**config.mk**
```make
export PLATFORM = sky130hd
export DESIGN_NAME = chebyshev_range_normalizer
export DESIGN_NICKNAME = d
export VERILOG_FILES = /design/src/rtl/chebyshev_range_normalizer.sv
export SDC_FILE = /design/constraint.sdc
export NUM_CORES = 1
export LEC_CHECK = 0
export CAP_MARGIN = 25
export CORE_MARGIN = 2
export CORE_UTILIZATION = 50
export CTS_BUF_LIST = sky130_fd_sc_hd__clkbuf_8
export DETAILED_ROUTE_END_ITERATION = 10
export DONT_BUFFER_PORTS = 1
export PLACE_DENSITY = 0.68
export SYNTH_ARGS = -nofsm -noshare
export SYNTH_HDL_FRONTEND = slang
export SYNTH_SLANG_ARGS = --single-unit
```
**constraint.sdc**
```tcl
create_clock -name clk -period 1.4 [get_ports clk]
set_input_delay 0.35 -clock clk [delete_from_list [all_inputs] [get_ports clk]]
set_output_delay 0.35 -clock clk [all_outputs]
set_load 0.05 [all_outputs]
```
**src/rtl/chebyshev_range_normalizer.sv**
```systemverilog
// chebyshev_range_normalizer
//
// Brings a signed fixed-point operand into the evaluation range
// [-2^BOUNDARY_BIT_POSITION, 2^BOUNDARY_BIT_POSITION) by shifting it right
// one bit per cycle. The number of shifts is reported as an exponent so
// downstream logic can rescale: original ~= out_data * 2^out_exp.
// Only one operand is in flight at a time.
//
// State table:
//   state | meaning
//   IDLE  | ready for a new operand (in_ready=1)
//   SHIFT | operand out of range, arithmetic shift right each cycle
//   DONE  | result presented (out_valid=1), held until out_ready
//
// Ports:
//   clk          sole clock, rising edge
//   reset        asynchronous, active-high
//   in_data      operand (WL bits, two's complement, I_BITS integer bits)
//   in_valid     operand valid
//   in_ready     block can accept an operand (only in IDLE)
//   out_data     normalized operand
//   out_exp      number of right shifts applied
//   out_inexact  at least one 1-bit was shifted out
//   out_valid    result valid
//   out_ready    downstream accepts the result
module chebyshev_range_normalizer #(
    parameter int WL                    = 16,
    parameter int I_BITS                = 4,
    parameter int BOUNDARY_BIT_POSITION = 1,
    parameter int EXP_WL                = 2
) (
    input  logic              clk,
    input  logic              reset,
    input  logic [WL-1:0]     in_data,
    input  logic              in_valid,
    output logic              in_ready,
    output logic [WL-1:0]     out_data,
    output logic [EXP_WL-1:0] out_exp,
    output logic              out_inexact,
    output logic              out_valid,
    input  logic              out_ready
);

    // Number of top bits that must all match the sign bit for a value to
    // lie inside [-2^B, 2^B).
    localparam int TOP_W = I_BITS - BOUNDARY_BIT_POSITION;

    typedef enum logic [1:0] {
        IDLE  = 2'd0,
        SHIFT = 2'd1,
        DONE  = 2'd2
    } state_t;

    state_t              state;
    logic [WL-1:0]       work;
    logic [EXP_WL-1:0]   exp_cnt;
    logic                inexact;
    logic                in_ready_r;
    logic                out_valid_r;
    logic [WL-1:0]       shifted;

    function automatic logic in_range(input logic [WL-1:0] v);
        logic [TOP_W-1:0] top;
        top = v[WL-1 -: TOP_W];
        return (top == {TOP_W{1'b0}}) || (top == {TOP_W{1'b1}});
    endfunction

    // Arithmetic shift right by one: sign replicated, LSB dropped
    // (truncation toward -inf).
    assign shifted = {work[WL-1], work[WL-1:1]};

    always_ff @(posedge clk or posedge reset) begin
        if (reset) begin
            state       <= IDLE;
            work        <= '0;
            exp_cnt     <= '0;
            inexact     <= 1'b0;
            in_ready_r  <= 1'b1;
            out_valid_r <= 1'b0;
        end else begin
            case (state)
                IDLE: begin
                    if (in_valid) begin
                        work       <= in_data;
                        exp_cnt    <= '0;
                        inexact    <= 1'b0;
                        in_ready_r <= 1'b0;
                        if (in_range(in_data)) begin
                            state       <= DONE;
                            out_valid_r <= 1'b1;
                        end else begin
                            state <= SHIFT;
                        end
                    end
                end
                SHIFT: begin
                    // A fully shifted value always passes the range test,
                    // so exp_cnt cannot exceed I_BITS-1-B and needs no cap.
                    work    <= shifted;
                    exp_cnt <= exp_cnt + EXP_WL'(1);
                    inexact <= inexact | work[0];
                    if (in_range(shifted)) begin
                        state       <= DONE;
                        out_valid_r <= 1'b1;
                    end
                end
                DONE: begin
                    if (out_ready) begin
                        state       <= IDLE;
                        out_valid_r <= 1'b0;
                        in_ready_r  <= 1'b1;
                    end
                end
                default: begin
                    state       <= IDLE;
                    in_ready_r  <= 1'b1;
                    out_valid_r <= 1'b0;
                end
            endcase
        end
    end

    assign in_ready    = in_ready_r;
    assign out_valid   = out_valid_r;
    assign out_data    = work;
    assign out_exp     = exp_cnt;
    assign out_inexact = inexact;

endmodule

```
# After elaboration in Yosys (flattened, before gate mapping)
# Index checks and enable logic that the tools add are counted.
totals:
  output_inout_bits: 21
  reg_bits: 23
  input_bits: 20
op_classes:
  n_bitwise: 2
  n_eq_ne: 8
  add_sub_neg: 1
  muxes: 18
  reduce_logical: 11
ops:
  columns: ["op", "count"]
  rows:
  - ["16-bit case mux with 2 select lines", 1]
  - ["16-bit 2-to-1 mux", 1]
  - ["2-bit 2-to-1 mux", 5]
  - ["3-bit AND reduction", 3]
  - ["2-bit inequality test (second input constant)", 4]
  - ["3-bit == test (second input constant)", 2]
  - ["3-bit logical NOT", 2]
  - ["1-bit 2-to-1 mux", 6]
  - ["1-bit case mux with 3 select lines", 2]
  - ["2-bit case mux with 3 select lines", 1]
  - ["2-bit case mux with 2 select lines", 1]
  - ["4-bit AND reduction", 1]
  - ["2-bit by 1-bit adder with 2-bit output (second input constant)", 1]
  - ["2-bit by 1-bit == test with 1-bit output (second input constant)", 1]
  - ["2-bit == test (second input constant)", 1]
  - ["2-bit logical NOT", 1]
  - ["1-bit logical OR", 2]
  - ["1-bit case mux with 2 select lines", 1]
  - ["2-bit AND reduction", 1]
  - ["2-bit nonzero test", 1]
  - ["1-bit inverter", 1]
  - ["1-bit OR", 1]

# Depth between registers and ports, before layout
# Gate-level depths: netlist of the first run.
depth:
  ltp_word: 5
  depth_mapped: 6

# Least setup slack after synthesis of the first run
# Ideal clock, no wire load.
synth_timing:
  path_type: "register to register"
  start: "register work[14] (netlist: out_data[14])"
  end: "register state[1]"
  required_time_ns: 1.275
  period_less_slack_ns: 1.339
  path_buffers: 0
  setup_time_ns: 0.125
  arrival_ns: 1.214
  path_slack_ns: 0.061
  path_stages_with_launch: 4
  cell_sequence: "dfrtp_1 xor2_1 a211oi_2 mux2_2"
synth_via:
  elab_chain_cells: 4
  elab_cells_between_ends: 5
synth_lines:
  columns: ["item", "line_no", "text"]
  rows:
  - ["start: declaration", "55", "logic [WL-1:0] work;"]
  - ["start signal: assignment", "84", "work <= in_data;"]
  - ["start signal: assignment", "99", "work <= shifted;"]
  - ["3-bit == test or 3-bit logical NOT (tied branches)", "65", "return (top == {TOP_W{1'b0}}) || (top == {TOP_W{1'b1}});"]
  - ["1-bit logical OR *", "65", null]
  - ["2-bit inequality test (no line) *", null, null]
  - ["3-bit AND reduction (no line) *", null, null]
  - ["end signal: assignment", "74", "state <= IDLE;"]
  - ["end signal: assignment", "89", "state <= DONE;"]
  - ["end signal: assignment", "92", "state <= SHIFT;"]
  - ["end: declaration", "54", "state_t state;"]
# Every way passes the cells marked *; elsewhere a longest branch is shown, timed or not.
# A chain may end at the register's enable or synchronous reset.

# Worst setup path in the final report of the first run
layout_timing:
  start: "register state[0]"
  end: "register state[1]"
layout_via:
  elab_chain_cells: 3
  elab_cells_between_ends: 8
layout_lines:
  columns: ["item", "line_no", "text"]
  rows:
  - ["2-bit by 1-bit == test with 1-bit output, or another cell as far along", "81", "case (state)"]
  - ["2-bit inequality test (no line)", null, null]
  - ["3-bit AND reduction (no line)", null, null]
# Parallel ways exist; a longest one is shown, timed or not.

==> impl_results.md, run 1 <==
* CTS max path bufs at 2
* Die area at 2610 um^2
* Die X at 51.1 um
* Critical path capture point type: flip-flop
* Post-Synthesis Cells at 102
* Post-DRT Antenna Nets at 0
* Netlist cell types at 25
* Port Buffer Count at 0
* RSZ-0062 raised after global routing: no
* Global placement routability congestion at 0.682
* Setup crit start kind: flip-flop
* Synth area leader: dfrtp_1
* Yosys top cell area share at 49.6%
* XOR/XNOR Fraction of Synth Area at 0.789%
* Post-synthesis cell area at 1110 um^2
* Tmin final at 1.33 ns
* Total Wirelength at 1870 um
* Vias/cell at 5.24
* Syn-to-layout area delta at 10.6%
* Worst-path clk slew at 0.08 ns
* TritonCTS Sinks at 23
* Ranking of synthesized cells by area: dfrtp_1 50%, mux2i_1 14%, nand2_1 5.7%
* Adder-Cell Fraction of Synth Area at 0%
* DRC at 0
* CTS tree: yes
* Largest family of logic cells by synthesized area: multiplexers
* Final Hold Violating Endpoints at 0
* Seq/Total Area, Yosys at between 50% and 60%
* Fraction of layout cells with a size suffix above 1 at 21.1%
* Fmax at between 700 and 800 MHz
* Largest net degree at the start of global routing at 24
* Simple logic cell fraction of the synthesized area at 11.5%
* Number of global-route vias before repair at 727
* Clock buffer count from CTS at 3
* Setup CP Type: flip-flop to flip-flop
* Clock root buffer: clkbuf_8
* Multiplexer share of the synthesized area at 17.5%
* Iteration-0 DRC Markers at 3
* Average size of a mapped cell at 10.9 um^2
* Gr ovfl total at 0
* First-pass GRT wire length at between 3000 and 4000 um
* Data arrival, critical path at 1.48 ns
* Max cap viols at 0
* Post-DP HPWL at 1450 um
* H-Tree Depth at 1
* Skew final at 0.00197 ns
* Crit share post-route at around 95%
* #FFs+latches synth at 23
* Post-CTS Setup Bufs at 0
* WL per Instance at 13.7 um
* Post-Syn Nets at about 120
* Total GRT Usage at 16.2%
* Filler cell count at 204
* Outcome: completed
* Synth Area in Compound Gates at 12.4%
* Core box area at 2150 um^2
* Vias at 718
* Worst slew margin at between 60% and 70%
* Die H at 51.1 um
* Ant. Diodes at 0
* Worst Path Required at 1.54 ns
* Initial antenna violation count at 0
* Ys Warns at 0
* Worst skew pair latency at 0.25 ns
* CP Max Fanout at 10
* Fin nets at 130
* DRT Pass-1 Iters at 2
* Measured slew at the worst slew-check pin at a little over 0.5 ns
* Fin. max-slew vios at 0
* Min-Delay Path Class: input port to async pin
* Starting density of the core at about half
* Setup TNS at 0 ns
* # rows at 17
* Top Ports at 41
* Setup-failing EPs final at 0
==> worst max-delay path, cell delays in order (launching register included) <==
cell and delay (ns):
dfrtp_2 0.47, nor4_1 0.37, a211oi_2 0.11, mux2_2 0.27
==> cell type report <==
| cell class | count | area (um^2) | share of cell area (%) |
|---|---|---|---|
| multi-input combinational | 71 | 468 | 38.1 |
| sequential | 23 | 579 | 47.2 |
| timing repair buffer | 9 | 92.6 | 7.54 |
| clock buffer | 3 | 41.3 | 3.36 |
| tap | 28 | 35.0 | 2.85 |
| clock inverter | 1 | 3.75 | 0.306 |
| inverter | 2 | 7.51 | 0.612 |
==> flip-flops by register name, indices dropped and copies added (netlist names) <==
signal	flops
out_valid	1
in_ready	1
out_exp	2
out_data	16
out_inexact	1
state	2
==> cells in the mapped netlist <==
| cell | count |
|---|---|
| a211oi_2 | 1 |
| a21oi_1 | 3 |
| a22o_1 | 1 |
| and2_4 | 1 |
| and3_1 | 1 |
| buf_12 | 1 |
| buf_2 | 2 |
| buf_6 | 2 |
| clkbuf_2 | 1 |
| dfrtp_1 | 22 |
| dfstp_2 | 1 |
| inv_1 | 2 |
| mux2_2 | 3 |
| mux2i_1 | 16 |
| nand2_1 | 17 |
| nand2b_2 | 1 |
| nor2_1 | 4 |
| nor2b_4 | 1 |
| nor3_1 | 1 |
| nor4_1 | 1 |
| o21a_1 | 1 |
| o21ai_0 | 8 |
| o21ai_1 | 9 |
| o21ai_2 | 1 |
| xor2_1 | 1 |
==> through the flow <==
step | utilization, % | setup slack [ns] | hold slack [ns] | instances | instance area [um^2]
CTS | 57.0 | 0.00784 | 0.0216 | 137 | 1220
global route | 57.1 | 0.00753 | 0.0444 | 137 | 1230
global placement | 54.9 | 0.0954 | 0.300 | 133 | 1180
finish | 57.1 | 0.0666 | 0.0150 | 137 | 1230
floorplan | - | 0.0613 | 0.351 | 102 | 1110
detailed placement | 54.9 | 0.0193 | 0.300 | 133 | 1180
==> cells in the final DEF (no fill, tap or decap) <==
cell,n
buf_4,7
a22o_1,1
mux2_2,3
nor2b_4,1
mux2i_1,16
and2_4,1
a21oi_1,3
o21ai_0,8
dfrtp_1,20
nand2b_2,1
a211oi_2,1
dfstp_2,1
inv_1,3
nor2_1,4
and3_1,1
clkbuf_8,3
o21ai_2,1
dfrtp_2,2
o21ai_1,9
xor2_1,1
nand2_1,17
nor3_1,1
nor4_1,1
buf_12,2
o21a_1,1
==> path summary, 6_finish.rpt <==
check | endpoint | slack, ns | start | depth (start not counted)
min in group clk | out_data[15] | 0.24 | in_data[15] | 1
max in group asynchronous | in_ready | 1.11 | reset | 2
worst min-delay path | out_data[0] | 0.02 | reset | 2
worst max-delay path | state[1] | 0.07 | state[0] | 3
worst max register to register | state[1] | 0.07 | state[0] | 3
worst min register to register | out_exp[1] | 0.57 | out_exp[1] | 1
==> per-layer routing <==
layer | up-vias | wire length [um] | track usage [%]
li1 | 363 | - | -
met2 | 29 | 881 | 26.8
met3 | 2 | 164 | 4.39
met4 | 0 | 10 | 5.41
met5 | - | 0 | 0
met1 | 324 | 818 | 20.4
==> what timing repair did <==
action                     in CTS  in global routing
setup endpoints to repair       0                 15
hold buffers                    0                  0
gates resized for setup         0                  2
==> logic make-up (layout without fill, tap and decap cells) <==
kind of cell           count (synthesis)  after routing
AO/OA/AOI/OAI                         24             24
multiplexers                          19             19
XOR/XNOR                               1              1
flip-flops                            23             23
AND/OR/NAND/NOR                       27             27
buffers and inverters                  8             15
Power of run 1 is left out: the tool's default activity adds up to more than one toggle a clock period on the data nets, which glitch-free logic cannot reach.
==> inputs of run 2 (changes only) <==
--- a/config.mk
+++ b/config.mk
@@ -11,7 +11,7 @@
 export CTS_BUF_LIST = sky130_fd_sc_hd__clkbuf_8
 export DETAILED_ROUTE_END_ITERATION = 10
 export DONT_BUFFER_PORTS = 1
-export PLACE_DENSITY = 0.68
+export PLACE_DENSITY_LB_ADDON = 0.15
 export SYNTH_ARGS = -nofsm -noshare
 export SYNTH_HDL_FRONTEND = slang
 export SYNTH_SLANG_ARGS = --single-unit
==> impl_results.md, run 2 (synthesis gave the netlist of run 1 again) <==
* R2r endpoint: state[1]
* RSZ-0062 raised after global routing: no
* Initial antenna violation count at 0 (unchanged)
* FF-to-FF path depth at 4 (+1)
* Die area at 2610 um^2 (unchanged)
* Post-CTS resize count at 0 (unchanged)
* Setup TNS at 0 ns (unchanged)
* DRT Pass-1 Iters at 2 (unchanged)
* Die X at 51.1 um (unchanged)
* Number of global-route vias before repair at 748 (+2.9%)
* Setup crit start kind: flip-flop
* Fraction of layout cells with a size suffix above 1 at 22.0% (+0.92 points)
* Skew final at 0.00214 ns (+0.000168 ns)
* Outcome: completed
* Slowest CP cell: dfrtp_2
* Post-DP HPWL at 1440 um (-0.61%)
* Crit-path cells: nand2b_2, and2_4, a211oi_2, mux2_2
* Filler cell count at 186 (-8.8%)
* Crit share post-route at 93.1% (-2.1 points)
* Global placement routability congestion at 0.697 (+2.2%)
* Hold buffers post-CTS at 0 (unchanged)
* DRC at 0 (unchanged)
* Data arrival, critical path at 1.50 ns (+0.02 ns)
* Worst skew pair latency at 0.25 ns (about the same)
* Critical path capture point type: flip-flop
* CTS max path bufs at 2 (unchanged)
* CTS tree: yes
* Post-CTS Setup Bufs at 0 (unchanged)
* Gr ovfl total at 0 (unchanged)
* Total GRT Usage at 17.3% (+1.1 points)
* # rows at 17 (unchanged)
* Iteration-0 DRC Markers at 10 (+7)
* Measured slew at the worst slew-check pin at 0.515 ns (+0.00184 ns)
* Worst Path Required at 1.60 ns (+0.06 ns)
* H-Tree Depth at 1 (unchanged)
* Ant. Diodes at 0 (unchanged)
* Max reg flops at 16 (unchanged)
* CP Max Fanout at 7 (-3)
* Flop-to-flop setup slack at 0.1 ns (+0.03 ns)
* Fin nets at 130 (unchanged)
* Min-Delay Path Class: input port to async pin
* Total Wirelength at 1940 um (+3.5%)
* WL per Instance at 14.2 um (+3.5%)
* Starting density of the core at 51.7% (unchanged)
* Fin. max-slew vios at 0 (unchanged)
* Core box area at 2150 um^2 (unchanged)
* Clock root buffer: clkbuf_8
* Vias at 734 (+2.2%)
* Fmax at 767 MHz (+2.3%)
* Commonest non-fill, non-tap cell in the layout: dfrtp_1
* Top Ports at 41 (unchanged)
* Vias/cell at 5.36 (+2.2%)
* Max cap viols at 0 (unchanged)
* FF-to-FF Start: state[1]
* Final Hold Violating Endpoints at 0 (unchanged)
* Largest net degree at the start of global routing at 24 (unchanged)
* First-pass GRT wire length at 3350 um (+6.8%)
* Worst slew margin at 65.6% (-0.12 points)
* TritonCTS Sinks at 23 (unchanged)
* Worst-path clk slew at 0.08 ns (about the same)
* Setup CP Type: flip-flop to flip-flop
* Post-DRT Antenna Nets at 0 (unchanged)
* Clock buffer count from CTS at 3 (unchanged)
* Tmin final at 1.30 ns (-0.0299 ns)
* Setup-failing EPs final at 0 (unchanged)
* Peak per-stage delay on the critical path at 0.47 ns (about the same)
* Most frequent cells in the layout: 20 x dfrtp_1, 17 x nand2_1, 16 x mux2i_1, 9 x o21ai_1
* Port Buffer Count at 0 (unchanged)
* Syn-to-layout area delta at 10.0%
* Die H at 51.1 um (unchanged)
## run 2: cell count changes in the layout (fill, tap and decap cells not counted)
| cell | change |
|---|---|
| buf_12 | -1 |
| buf_4 | +1 |
| nor4_1 | -1 |
| nor4_2 | +1 |
## run 2: how the worst max path moves through the flow
stage	start	endpoint	slack, ns
global route	state[0]	out_data[14]	0.001
CTS	state[0]	state[1]	0.001
floorplan	out_data[14]	state[1]	0.06
finish	state[1]	state[1]	0.1
global placement	state[0]	state[1]	0.1
detailed placement	state[0]	state[1]	0.01
## run 2: metrics by stage
stage	instances	instance area (um^2)	setup slack, ns	hold WS [ns]	utilization (%)
after floorplan	102	1110	0.0613	0.351	-
after global placement	133	1170	0.0964	0.302	54.3
after detailed placement	133	1170	0.0129	0.312	54.3
after CTS	137	1210	0.00133	0.0287	56.4
after global routing	137	1220	0.00124	0.0304	56.8
final	137	1220	0.0964	0.0213	56.8
## run 2: final cells by class
class | count | area (um^2) | area share, %
flip-flops and latches | 23 | 579 | 47.4
multi-input cells | 71 | 474 | 38.8
repair buffers | 9 | 80.1 | 6.56
clock buffers | 3 | 41.3 | 3.38
well taps | 28 | 35.0 | 2.87
inverters | 2 | 7.51 | 0.615
clock inverters | 1 | 3.75 | 0.307
## run 2: critical path: cells and delay by family (launching register included)
kind | cells | cell delay (ns)
flip-flops | 1 | 0.47
multiplexers | 1 | 0.20
AO/OA/AOI/OAI | 1 | 0.20
AND/OR/NAND/NOR | 2 | 0.37
## run 2: metal layers
metal / share of wire (%) / GRT usage, %
met1: 45 / 22.1
met5: 0 / 0
met4: 0.41 / 8.11
met3: 7.2 / 6.14
met2: 47 / 26.2
Power of run 2 is left out for the same reason.
==> inputs of run 3 (changes only) <==
--- a/config.mk
+++ b/config.mk
@@ -11,6 +11,7 @@
 export CTS_BUF_LIST = sky130_fd_sc_hd__clkbuf_8
 export DETAILED_ROUTE_END_ITERATION = 10
 export DONT_BUFFER_PORTS = 1
+export HOLD_SLACK_MARGIN = 0.12
 export PLACE_DENSITY_LB_ADDON = 0.15
 export SYNTH_ARGS = -nofsm -noshare
 export SYNTH_HDL_FRONTEND = slang
==> impl_results.md, run 3 (synthesis gave the netlist of run 1 again) <==
* Worst skew pair latency at 0.25 ns (about the same)
* Post-DP HPWL at 1440 um (unchanged)
* Port Buffer Count at 0 (unchanged)
* CTS max path bufs at 2 (unchanged)
* Largest net degree at the start of global routing at 24 (unchanged)
* Final Hold Violating Endpoints at 0 (unchanged)
* Max cap viols at 0 (unchanged)
* Skew final at 0.00211 ns (-0.0000303 ns)
* Hold Crit Endpoint: out_data[15]
* # rows at 17 (unchanged)
* TritonCTS Sinks at 23 (unchanged)
* Outcome: completed
* Global placement routability congestion at 0.697 (unchanged)
* Worst slew margin at 65.7% (about the same)
* FF-to-FF path depth at 4 (unchanged)
* CP Max Fanout at 7 (unchanged)
* FF-to-FF Start: state[1]
* Min-Delay Path Class: input port to flip-flop
* Vias at 739 (+0.68%)
* Number of global-route vias before repair at 756 (+1.1%)
* Fin. max-slew vios at 0 (unchanged)
* CTS tree: yes
* Core box area at 2150 um^2 (unchanged)
* DRT Pass-1 Iters at 3 (+1)
* Measured slew at the worst slew-check pin at 0.515 ns (-0.000426 ns)
* Flop-to-flop setup slack at 0.1 ns (about the same)
* Die H at 51.1 um (unchanged)
* Syn-to-layout area delta at 10.9%
* Iteration-0 DRC Markers at 10 (unchanged)
* Vias/cell at 5.36 (about the same)
* Gr ovfl total at 0 (unchanged)
* Data arrival, critical path at 1.50 ns (about the same)
* Total Wirelength at 1970 um (+1.7%)
* Commonest non-fill, non-tap cell in the layout: dfrtp_1
* Clock root buffer: clkbuf_8
* Worst Path Required at 1.60 ns (about the same)
* Ant. Diodes at 0 (unchanged)
* Post-DRT Antenna Nets at 0 (unchanged)
* Total GRT Usage at 17.6% (+0.25 points)
* Setup CP Type: flip-flop to flip-flop
* Max reg flops at 16 (unchanged)
* Die area at 2610 um^2 (unchanged)
* DRC at 0 (unchanged)
* Starting density of the core at 51.7% (unchanged)
* Worst-path clk slew at 0.08 ns (about the same)
* Worst Hold Launch: in_data[15]
* Fmax at 767 MHz (about the same)
* Setup-failing EPs final at 0 (unchanged)
* Crit share post-route at 93.1% (about the same)
* First-pass GRT wire length at 3390 um (+1.2%)
* R2r endpoint: state[1]
* Tmin final at 1.30 ns (+0.000260 ns)
* Most frequent cells in the layout: 20 x dfrtp_1, 17 x nand2_1, 16 x mux2i_1, 9 x o21ai_1
* WL per Instance at 14.3 um (+0.96%)
* Setup TNS at 0 ns (unchanged)
* Die X at 51.1 um (unchanged)
* Clock buffer count from CTS at 3 (unchanged)
* RSZ-0062 raised after global routing: no
* Fraction of layout cells with a size suffix above 1 at 21.8% (-0.20 points)
* Top Ports at 41 (unchanged)
* Fin nets at 131 (+0.77%)
* H-Tree Depth at 1 (unchanged)
* Setup crit start kind: flip-flop
* Critical path capture point type: flip-flop
* Min-Delay Path Depth at 1
* Initial antenna violation count at 0 (unchanged)
run 3: cell types whose count changed in the layout (fill, tap and decap cells not counted), sizes merged:
cell and delta:
dlygate4sd3 +1
run 3: stage by stage:
stage	hold WS, ns	instance area [um^2]	instances	utilization [%]	worst slack [ns]
2_1_floorplan	0.351	1110	102	-	0.0613
3_3_place_gp	0.302	1170	133	54.3	0.0964
3_5_place_dp	0.312	1170	133	54.3	0.0129
4_1_cts	0.231	1220	138	56.9	0.00133
5_1_grt	0.226	1230	138	57.3	0.00124
6_report	0.241	1230	138	57.3	0.0962
run 3: area by class of cell:
cell class,instances,area (um^2)
multi-input combinational,71,474
clock inverter,1,3.75
timing repair buffer,10,90.1
tap,28,35.0
clock buffer,3,41.3
inverter,2,7.51
sequential,23,579
fill,185,917
run 3: timing repair:
action	in CTS	in global routing
setup endpoints to repair	0	16
endpoints found under the hold margin	22	0
hold buffers	1	0
resized for setup	0	3
setup buffers	0	0
run 3: how the worst max path moves through the flow:
stage / startpoint / end / cells past startpoint
after floorplan: out_data[14] / state[1] / 3
after global placement: state[0] / state[1] / 3
after detailed placement: state[0] / state[1] / 3
after CTS: state[0] / state[1] / 3
after global routing: state[0] / out_data[14] / 4
final: state[1] / state[1] / 4
run 3: per-layer routing:
metal,up-vias,routed length (um),GRT usage (%)
li1,368,-,-
met1,343,869,22.1
met2,26,952,27.1
met3,2,142,6.14
met4,0,8,8.11
met5,-,0,0
run 3: critical path, stage by stage, from the launching register on:
cell	delay, ns
dfrtp_2	0.47
nand2b_2	0.22
and2_4	0.15
a211oi_2	0.20
mux2_2	0.20
Power of run 3 is left out for the same reason.
